### config.mk
export PLATFORM = sky130hd
export DESIGN_NAME = imem_loader_flat
export DESIGN_NICKNAME = d
export VERILOG_FILES = /design/src/rtl/imem_loader_if.sv /design/src/rtl/imem_loader.sv /design/src/flat_wrapper.sv
export SDC_FILE = /design/constraint.sdc
export NUM_CORES = 2
export LEC_CHECK = 0
export CAP_MARGIN = 20
export CORE_ASPECT_RATIO = 1.25
export CORE_MARGIN = 4
export CORE_UTILIZATION = 35
export CTS_CLUSTER_DIAMETER = 80
export DETAILED_ROUTE_END_ITERATION = 16
export GPL_ROUTABILITY_DRIVEN = 0
export PLACE_DENSITY = 0.52
export SETUP_SLACK_MARGIN = 0.15
export SLEW_MARGIN = 0
export SYNTH_ARGS = -nofsm -noshare
export SYNTH_HDL_FRONTEND = slang
export SYNTH_SLANG_ARGS = --single-unit
### constraint.sdc
create_clock -name clk -period 4.7 [get_ports clk]
set_input_delay 1.41 -clock clk [delete_from_list [all_inputs] [get_ports clk]]
set_output_delay 1.41 -clock clk [all_outputs]
set_load 0.01 [all_outputs]
### src/rtl/imem_loader_if.sv
// rtl/imem_loader_if.sv - loader byte stream, fetch port and status bundle for imem_loader
interface imem_loader_if;
    logic        ld_start;
    logic [6:0]  ld_len;
    logic        ld_valid;
    logic [7:0]  ld_data;
    logic        ld_ready;
    logic [31:0] a;
    logic [31:0] rd;
    logic        busy;
    logic        done;
    logic        err;

    modport master (
        output ld_start, ld_len, ld_valid, ld_data, a,
        input  ld_ready, rd, busy, done, err
    );

    modport slave (
        input  ld_start, ld_len, ld_valid, ld_data, a,
        output ld_ready, rd, busy, done, err
    );
endinterface

### src/rtl/imem_loader.sv
// rtl/imem_loader.sv - instruction memory filled from a little-endian byte stream, combinational fetch port
module imem_loader #(
    parameter int DEPTH = 64
) (
    input  logic          clk,
    input  logic          rst,
    imem_loader_if.slave  bus
);
    localparam int AW = $clog2(DEPTH);

    typedef enum logic [1:0] {IDLE, LOAD, DONE} state_t;

    state_t        state_q, state_d;
    logic [AW-1:0] word_ptr;
    logic [AW-1:0] last_ptr;
    logic [1:0]    byte_cnt;
    logic [23:0]   partial;
    logic          err_q;
    logic          ready_c, busy_c, done_c;
    logic          len_ok, accept, word_we;

    // Contents start at zero and deliberately survive reset.
    logic [31:0]   mem [DEPTH] = '{default: '0};

    assign len_ok  = (bus.ld_len != 7'd0) && (int'(bus.ld_len) <= DEPTH);
    assign accept  = (state_q == LOAD) && bus.ld_valid;
    assign word_we = accept && (byte_cnt == 2'd3);

    always_comb begin
        state_d = state_q;
        ready_c = 1'b0;
        busy_c  = 1'b0;
        done_c  = 1'b0;
        case (state_q)
            IDLE: begin
                if (bus.ld_start && len_ok) state_d = LOAD;
            end
            LOAD: begin
                ready_c = 1'b1;
                busy_c  = 1'b1;
                if (word_we && (word_ptr == last_ptr)) state_d = DONE;
            end
            DONE: begin
                done_c  = 1'b1;
                state_d = IDLE;
            end
            default: state_d = IDLE;
        endcase
    end

    always_ff @(posedge clk or posedge rst) begin
        if (rst) begin
            state_q  <= IDLE;
            word_ptr <= '0;
            last_ptr <= '0;
            byte_cnt <= 2'd0;
            partial  <= 24'd0;
            err_q    <= 1'b0;
        end else begin
            state_q <= state_d;
            if ((state_q == IDLE) && bus.ld_start) begin
                if (len_ok) begin
                    last_ptr <= AW'(bus.ld_len - 7'd1);
                    word_ptr <= '0;
                    byte_cnt <= 2'd0;
                    partial  <= 24'd0;
                    err_q    <= 1'b0;
                end else begin
                    err_q    <= 1'b1;
                end
            end
            if (accept) begin
                case (byte_cnt)
                    2'd0:    partial[7:0]   <= bus.ld_data;
                    2'd1:    partial[15:8]  <= bus.ld_data;
                    2'd2:    partial[23:16] <= bus.ld_data;
                    default: partial        <= 24'd0;
                endcase
                byte_cnt <= byte_cnt + 2'd1;
                if (word_we) word_ptr <= word_ptr + 1'b1;
            end
        end
    end

    // Byte 3 is taken straight from the bus so the word lands on the accepting edge.
    always_ff @(posedge clk) begin
        if (word_we) mem[word_ptr] <= {bus.ld_data, partial};
    end

    assign bus.rd       = mem[bus.a[AW+1:2]];
    assign bus.ld_ready = ready_c;
    assign bus.busy     = busy_c;
    assign bus.done     = done_c;
    assign bus.err      = err_q;

    logic unused_addr_bits;
    assign unused_addr_bits = ^{bus.a[31:AW+2], bus.a[1:0]};
endmodule

### src/flat_wrapper.sv
// flat-port wrapper written by rule: the top's interface ports become plain ports
module imem_loader_flat 
#(
    parameter int DEPTH = 64
)
  (clk, rst, bus_ld_start, bus_ld_len, bus_ld_valid, bus_ld_data, bus_a, bus_ld_ready, bus_rd, bus_busy, bus_done, bus_err);
  imem_loader_if bus_i ();
  input  logic clk;
  input  logic rst;
  input wire logic [$bits(bus_i.ld_start)-1:0] bus_ld_start;
  input wire logic [$bits(bus_i.ld_len)-1:0] bus_ld_len;
  input wire logic [$bits(bus_i.ld_valid)-1:0] bus_ld_valid;
  input wire logic [$bits(bus_i.ld_data)-1:0] bus_ld_data;
  input wire logic [$bits(bus_i.a)-1:0] bus_a;
  output wire logic [$bits(bus_i.ld_ready)-1:0] bus_ld_ready;
  output wire logic [$bits(bus_i.rd)-1:0] bus_rd;
  output wire logic [$bits(bus_i.busy)-1:0] bus_busy;
  output wire logic [$bits(bus_i.done)-1:0] bus_done;
  output wire logic [$bits(bus_i.err)-1:0] bus_err;
  assign bus_i.ld_start = bus_ld_start;
  assign bus_i.ld_len = bus_ld_len;
  assign bus_i.ld_valid = bus_ld_valid;
  assign bus_i.ld_data = bus_ld_data;
  assign bus_i.a = bus_a;
  assign bus_ld_ready = bus_i.ld_ready;
  assign bus_rd = bus_i.rd;
  assign bus_busy = bus_i.busy;
  assign bus_done = bus_i.done;
  assign bus_err = bus_i.err;
  imem_loader #(.DEPTH(DEPTH)) u_core (.clk(clk), .rst(rst), .bus(bus_i));
endmodule
======== Word level (Yosys, flattened, before mapping) ========
Memory sizes are Yosys's and may differ from the RTL's.
Index checks and enable logic that the tools add are counted.
storage, ports and cells
  flip-flop bits (word level) ............. 41
  bits in writable memories ............... 2,048
  bits of input ports ..................... 51
  logic and storage cells ................. 57
  memories kept ........................... 1
memories
  name        depth  width  read ports  clocked after Yosys merged registers in  write ports  RTL line           source
  u_core.mem  64     32     1           0                                        1            imem_loader.sv:23  logic [31:0] mem [DEPTH] = '{default: '0};
operators by class
  add/sub/neg operators ................... 3
  order comparisons ....................... 1
  equality and inequality tests ........... 8
  multiplexer cells ....................... 21
  reductions and logical operators ........ 17
operators by type and width
  operator                                              count
  2-to-1 mux 24 bit                                     3
  one-hot mux 8 bit (2 select lines)                    3
  2-to-1 mux 6 bit                                      4
  2-to-1 mux 2 bit                                      5
  <= comparator 7 bit (second input constant)           1
  nonzero test 7 bit                                    1
  adder 6 x 1 -> 6 bit (second input constant)          1
  equality test 2 bit (second input constant)           3
  equality test 6 bit                                   1
  logical AND 1 bit                                     6
  AND reduction 2 bit                                   3
  OR reduction 2 bit                                    3
  subtractor 6 x 1 -> 6 bit (second input constant)     1
  2-to-1 mux 1 bit                                      5
  equality test 2 x 1 -> 1 bit (second input constant)  2
  zero test 2 bit                                       2
  one-hot mux 2 bit (2 select lines)                    1
  nonzero test 2 bit                                    2
  adder 2 x 1 -> 2 bit (second input constant)          1
  != test 2 x 1 -> 1 bit (second input constant)        1
  != test 2 bit (second input constant)                 1

======== Longest topological paths before layout ========
  depth after elaboration ................. 6
  mapped depth ............................ 9
  depth with buffers taken out ............ 7

======== Worst setup path before layout ========
No wires, ideal clock.
  path type ............................... input to output
  start point ............................. in bus_a[2]
  end point ............................... out bus_rd[7]
  data arrival time ....................... 2.987 ns
  data required time ...................... 3.290 ns
  slack ................................... 0.303 ns
  stages on the path ...................... 7
  path buffers ............................ 3
  cell sequence ........................... buf_6 -> buf_4 -> buf_2 -> mux4_2 -> a22oi_1 -> nand3_1 -> o211a_1
on the way
  cells in the longest elaborated chain, start to end .. 1
ends and longest elaborated chain
  item                  RTL line            source
  start: declaration    flat_wrapper.sv:14  input wire logic [$bits(bus_i.a)-1:0] bus_a;
  memory (64 x 32 bit)  --
  end: declaration      flat_wrapper.sv:16  output wire logic [$bits(bus_i.rd)-1:0] bus_rd;
No other way between the ends.

======== Worst setup path after layout ========
  start point ............................. in bus_a[2]
  end point ............................... out bus_rd[20]
The elaborated chain is that of the path after synthesis.

==> Implementation_results.wiki <==
{| class="wikitable"
! Metric !! Value
|-
| Clock root buffer || clkbuf_16
|-
| Maximum Capacitance Violations || 0
|-
| Synthesized area || approximately 80,000 um^2
|-
| Post-route antenna net violation count || 0
|-
| Number of flops mapped to enable cells by yosys || approximately 2k
|-
| Critical path destination || bus_rd[20]
|-
| Post-synthesis sequential element count || ~2.1k
|-
| Logic gate share of total power || 0.102
|-
| Highest metal layer with signal wires || met5
|-
| Final hold violations || 0
|-
| Period utilization || 1.058
|-
| Static Leak || 31.84 nW
|-
| Setup Viol. Count Final || 32
|-
| Post-synthesis cell count || 3,508
|-
| Worst slew margin relative to its limit || 0.2488
|-
| Clock slew at reported path FFs || 70 ps
|-
| Maximum vdd drop || 362.0 uV
|-
| Reg-to-reg startpoint || u_core.byte_cnt[0]
|-
| Global-route wire length before repair || 322.0 mm
|-
| Fill cell instance count of the final layout || 19.36k
|-
| Class of the most critical setup path || input pin to primary output
|-
| Starting density of the core || 0.3519
|-
| Yosys warning total || 0
|-
| Number of top-level design ports || 87
|-
| Count of pins over their slew limit || 0
|-
| Post-Syn Nets || 3,565
|-
| CTS sink count || 2,089
|-
| Register-to-register path setup slack || ~1600 ps
|-
| Critical path data required time || between 3000 and 4000 ps
|-
| CTS tree || built
|-
| H-tree Lvls || 4
|-
| Maximum number of pins on one net before global-route repair || 66
|-
| Routed length on met1 || between 80 and 90 mm
|-
| Total met3 wirelength after detailed routing || 10.71 mm
|-
| Met2 routed wirelength || 120.3 mm
|-
| Unrepaired setup endpoints after global routing || true
|-
| Mean cell area of the mapped netlist || 22.67 um^2
|-
| Library cells used by synthesis || just over 60
|-
| IO buf count || 60
|-
| Clock latency at the later pin of the worst-skew pair || 850 ps
|-
| Sum Neg Setup Slack || -5497 ps
|-
| Worst path setup slack after routing || -273.1 ps
|-
| Pre-Repair DR Iteration Count || 5
|-
| Routed via count divided by cell count || 5.455
|-
| Area of placed instances || 88,200 um^2
|-
| Switching power || 0.01006 W
|-
| Min cycle time layout || 4973 ps
|-
| Max clock buf depth || 3
|-
| Proportion of register bits with asynchronous set or reset after synthesis || 0.01963
|-
| Achievable clock frequency || around 200 MHz
|-
| Post-layout net count || about 4.3k
|-
| Type of element capturing the critical path || primary output
|-
| Total via count after detailed routing || 40.09k
|-
| Average routed wire per standard cell || 31.12 um
|-
| Total wirelength of the detailed-routed design || 228.6 mm
|-
| GRT Total Usage || 0.1939
|-
| Net Sw Frac || 0.2377
|-
| Max Fanout on Critical Path || 7
|-
| Die Y || 540.9 um
|-
| Initial drt markers || 3,711
|-
| Post-detailed-route DRC marker count || 0
|-
| Violated checks || negative setup slack
|-
| Horizontal die dimension || 434.3 um
|-
| Post-Route Skew || 31.71 ps
|-
| Fraction of final layout cells with drive strength greater than 1 || 0.4076
|-
| Number of antenna violations at the first check in global routing || 4
|-
| Worst Reg2Reg Path Length in Cells || 7
|-
| Core region area || 225,900 um^2
|-
| Area growth from synthesis to layout || 24.07%
|-
| Overall die area || 234,900 um^2
|-
| Layout Cell Area excl Fill || between 90,000 and 100,000 um^2
|-
| Worst Setup SP || bus_a[2]
|-
| Worst Tran Pin Value || 1127 ps
|-
| Most used DFF post-synth || edfxtp_1
|-
| DP Cell Count || between 6k and 7k
|-
| Pwr/cell area || 428.8 nW/um^2
|-
| Depth of the worst hold-timing path || 1
|-
| Post-detail-place hpwl || roughly 140 mm
|-
| Hold Path Class || flop to flop
|-
| Number of global-route vias before repair || 41.63k
|-
| Global-route congestion overflow total || 0
|-
| Clock buffers created by TritonCTS || 200
|-
| Sequential element share of the synthesized area || 0.7864
|-
| Worst endpoint data arrival time || between 3000 and 4000 ps
|-
| Result of the run || complete, but fails checks
|-
| Share of total power in sequential cells || 0.523
|-
| Setup crit start kind || input pin
|-
| Reg-to-Reg End || u_core.mem[31][26]
|-
| Cell Rows || between 150 and 200
|-
| Post-CTS Hold Fix Bufs || 0
|-
| Clock share of power || 0.374
|-
| Cell-internal power || 0.03225 W
|-
| Number of standard cells in the layout, taps in and fillers out || between 7k and 8k
|}
[cells in the mapped netlist (all sizes together) (11+ instances only)]
cell type	n	area, um^2
edfxtp	2048	61500
mux4	489	11010
o22ai	135	844.6
buf	119	807.0
mux2i	91	910.9
nor2	89	334.1
clkbuf	74	279.0
nand2	67	251.5
dfrtp	41	1026
a21oi	40	211.5
o221ai	35	306.5
a22o	34	297.8
nor4	28	187.7
nor3	27	146.4
o22a	20	175.2
o21ai	19	95.09
a221oi	17	148.9
nand3	13	65.06
nand2b	12	75.07
nor2b	12	75.07
inv	11	41.29
[state kept, by name, indices dropped and copies added (netlist names)]
signal and count:
u_core.mem 2048, u_core.word_ptr 6, u_core.partial 24, u_core.state_q 2, u_core.bus.err 1, u_core.last_ptr 6, u_core.byte_cnt 2
[layout make-up]
class | instances | area [um^2] | share of cell area
timing repair buffer | 712 | 8055 | 0.08166
antenna | 1 | 2.502 | 0.00002537
multi-input combinational | 1214 | 17920 | 0.1817
inverter | 12 | 46.29 | 0.0004693
clock buffer | 244 | 5201 | 0.05273
clock inverter | 121 | 1170 | 0.01186
tap | 2955 | 3697 | 0.03748
sequential | 2089 | 62560 | 0.6341
[layer usage]
layer	up-vias	global-route usage
li1	16507	-
met1	22040	0.2472
met2	1220	0.3427
met3	315	0.02400
met4	4	0.06412
met5	-	0
[timing repair]
action                                  CTS  global route
cloned                                   20             0
setup buffers                            98            22
gates resized for setup                 522            91
endpoints found under the setup margin   32            32
pin swaps                                83            49
[power groups by stage]
stage | clock (W) | combinational, W | sequential [W]
2_1_floorplan | 0 | 0.00130 | 0.0230
3_3_place_gp | 0 | 0.00359 | 0.0227
3_5_place_dp | 0 | 0.00367 | 0.0227
4_1_cts | 0.0162 | 0.00406 | 0.0223
5_1_grt | 0.0169 | 0.00459 | 0.0222
6_report | 0.0158 | 0.00432 | 0.0221
[per-stage QoR]
stage,setup slack [ps],power (W),util,hold slack [ps]
finish,-273.1,0.04230,0.4366,503.2
global route,-348.0,0.04366,0.4366,514.1
detailed placement,-1281,0.02641,0.3904,493.7
global placement,-1826,0.02629,0.3903,488.7
floorplan,303.3,0.02432,-,467.4
CTS,-308.7,0.04256,0.4331,508.1
[worst min path at each step]
stage | from | endpoint | slack, ps
after global placement | u_core.partial[17] | u_core.partial[17] | 490
after detailed placement | u_core.partial[0] | u_core.partial[0] | 490
after floorplan | u_core.last_ptr[2] | u_core.last_ptr[2] | 470
final | u_core.partial[0] | u_core.partial[0] | 500
after CTS | u_core.partial[0] | u_core.partial[0] | 510
after global routing | u_core.partial[0] | u_core.partial[0] | 510
[kinds of logic after synthesis]
| family | synth area share |
|---|---|
| fa+ha+maj | 0.0009441 |
| mux | 0.1507 |
| flops | 0.7864 |
| buf+inv | 0.01423 |
| xor+xnor | 0.001322 |
| compound gates | 0.02960 |
| simple gates | 0.01687 |
[cells in the final DEF, fill, tap and decap left out, drive strengths merged, types with 12 or more instances in the layout]
cell type | synthesis | layout
a21oi | 40 | 40
a221oi | 17 | 17
a22o | 34 | 34
buf | 119 | 697
bufinv | 0 | 17
clkbuf | 74 | 244
clkdlybuf4s50 | 0 | 14
clkinv | 1 | 87
dfrtp | 41 | 41
edfxtp | 2048 | 2048
inv | 11 | 25
mux2i | 91 | 91
mux4 | 489 | 489
nand2 | 67 | 67
nand2b | 12 | 12
nand3 | 13 | 13
nor2 | 89 | 89
nor2b | 12 | 12
nor3 | 27 | 27
nor4 | 28 | 28
o21ai | 19 | 19
o221ai | 35 | 35
o22a | 20 | 20
o22ai | 135 | 135
[critical path, cell delays in order]
cell,delay (ps)
buf_16,140
buf_16,180
buf_12,120
buf_16,130
buf_12,110
mux4_2,520
o22ai_2,240
nor4_4,70
buf_4,180
o22a_4,260
buf_6,130
Power figures use the tool's default switching activity.
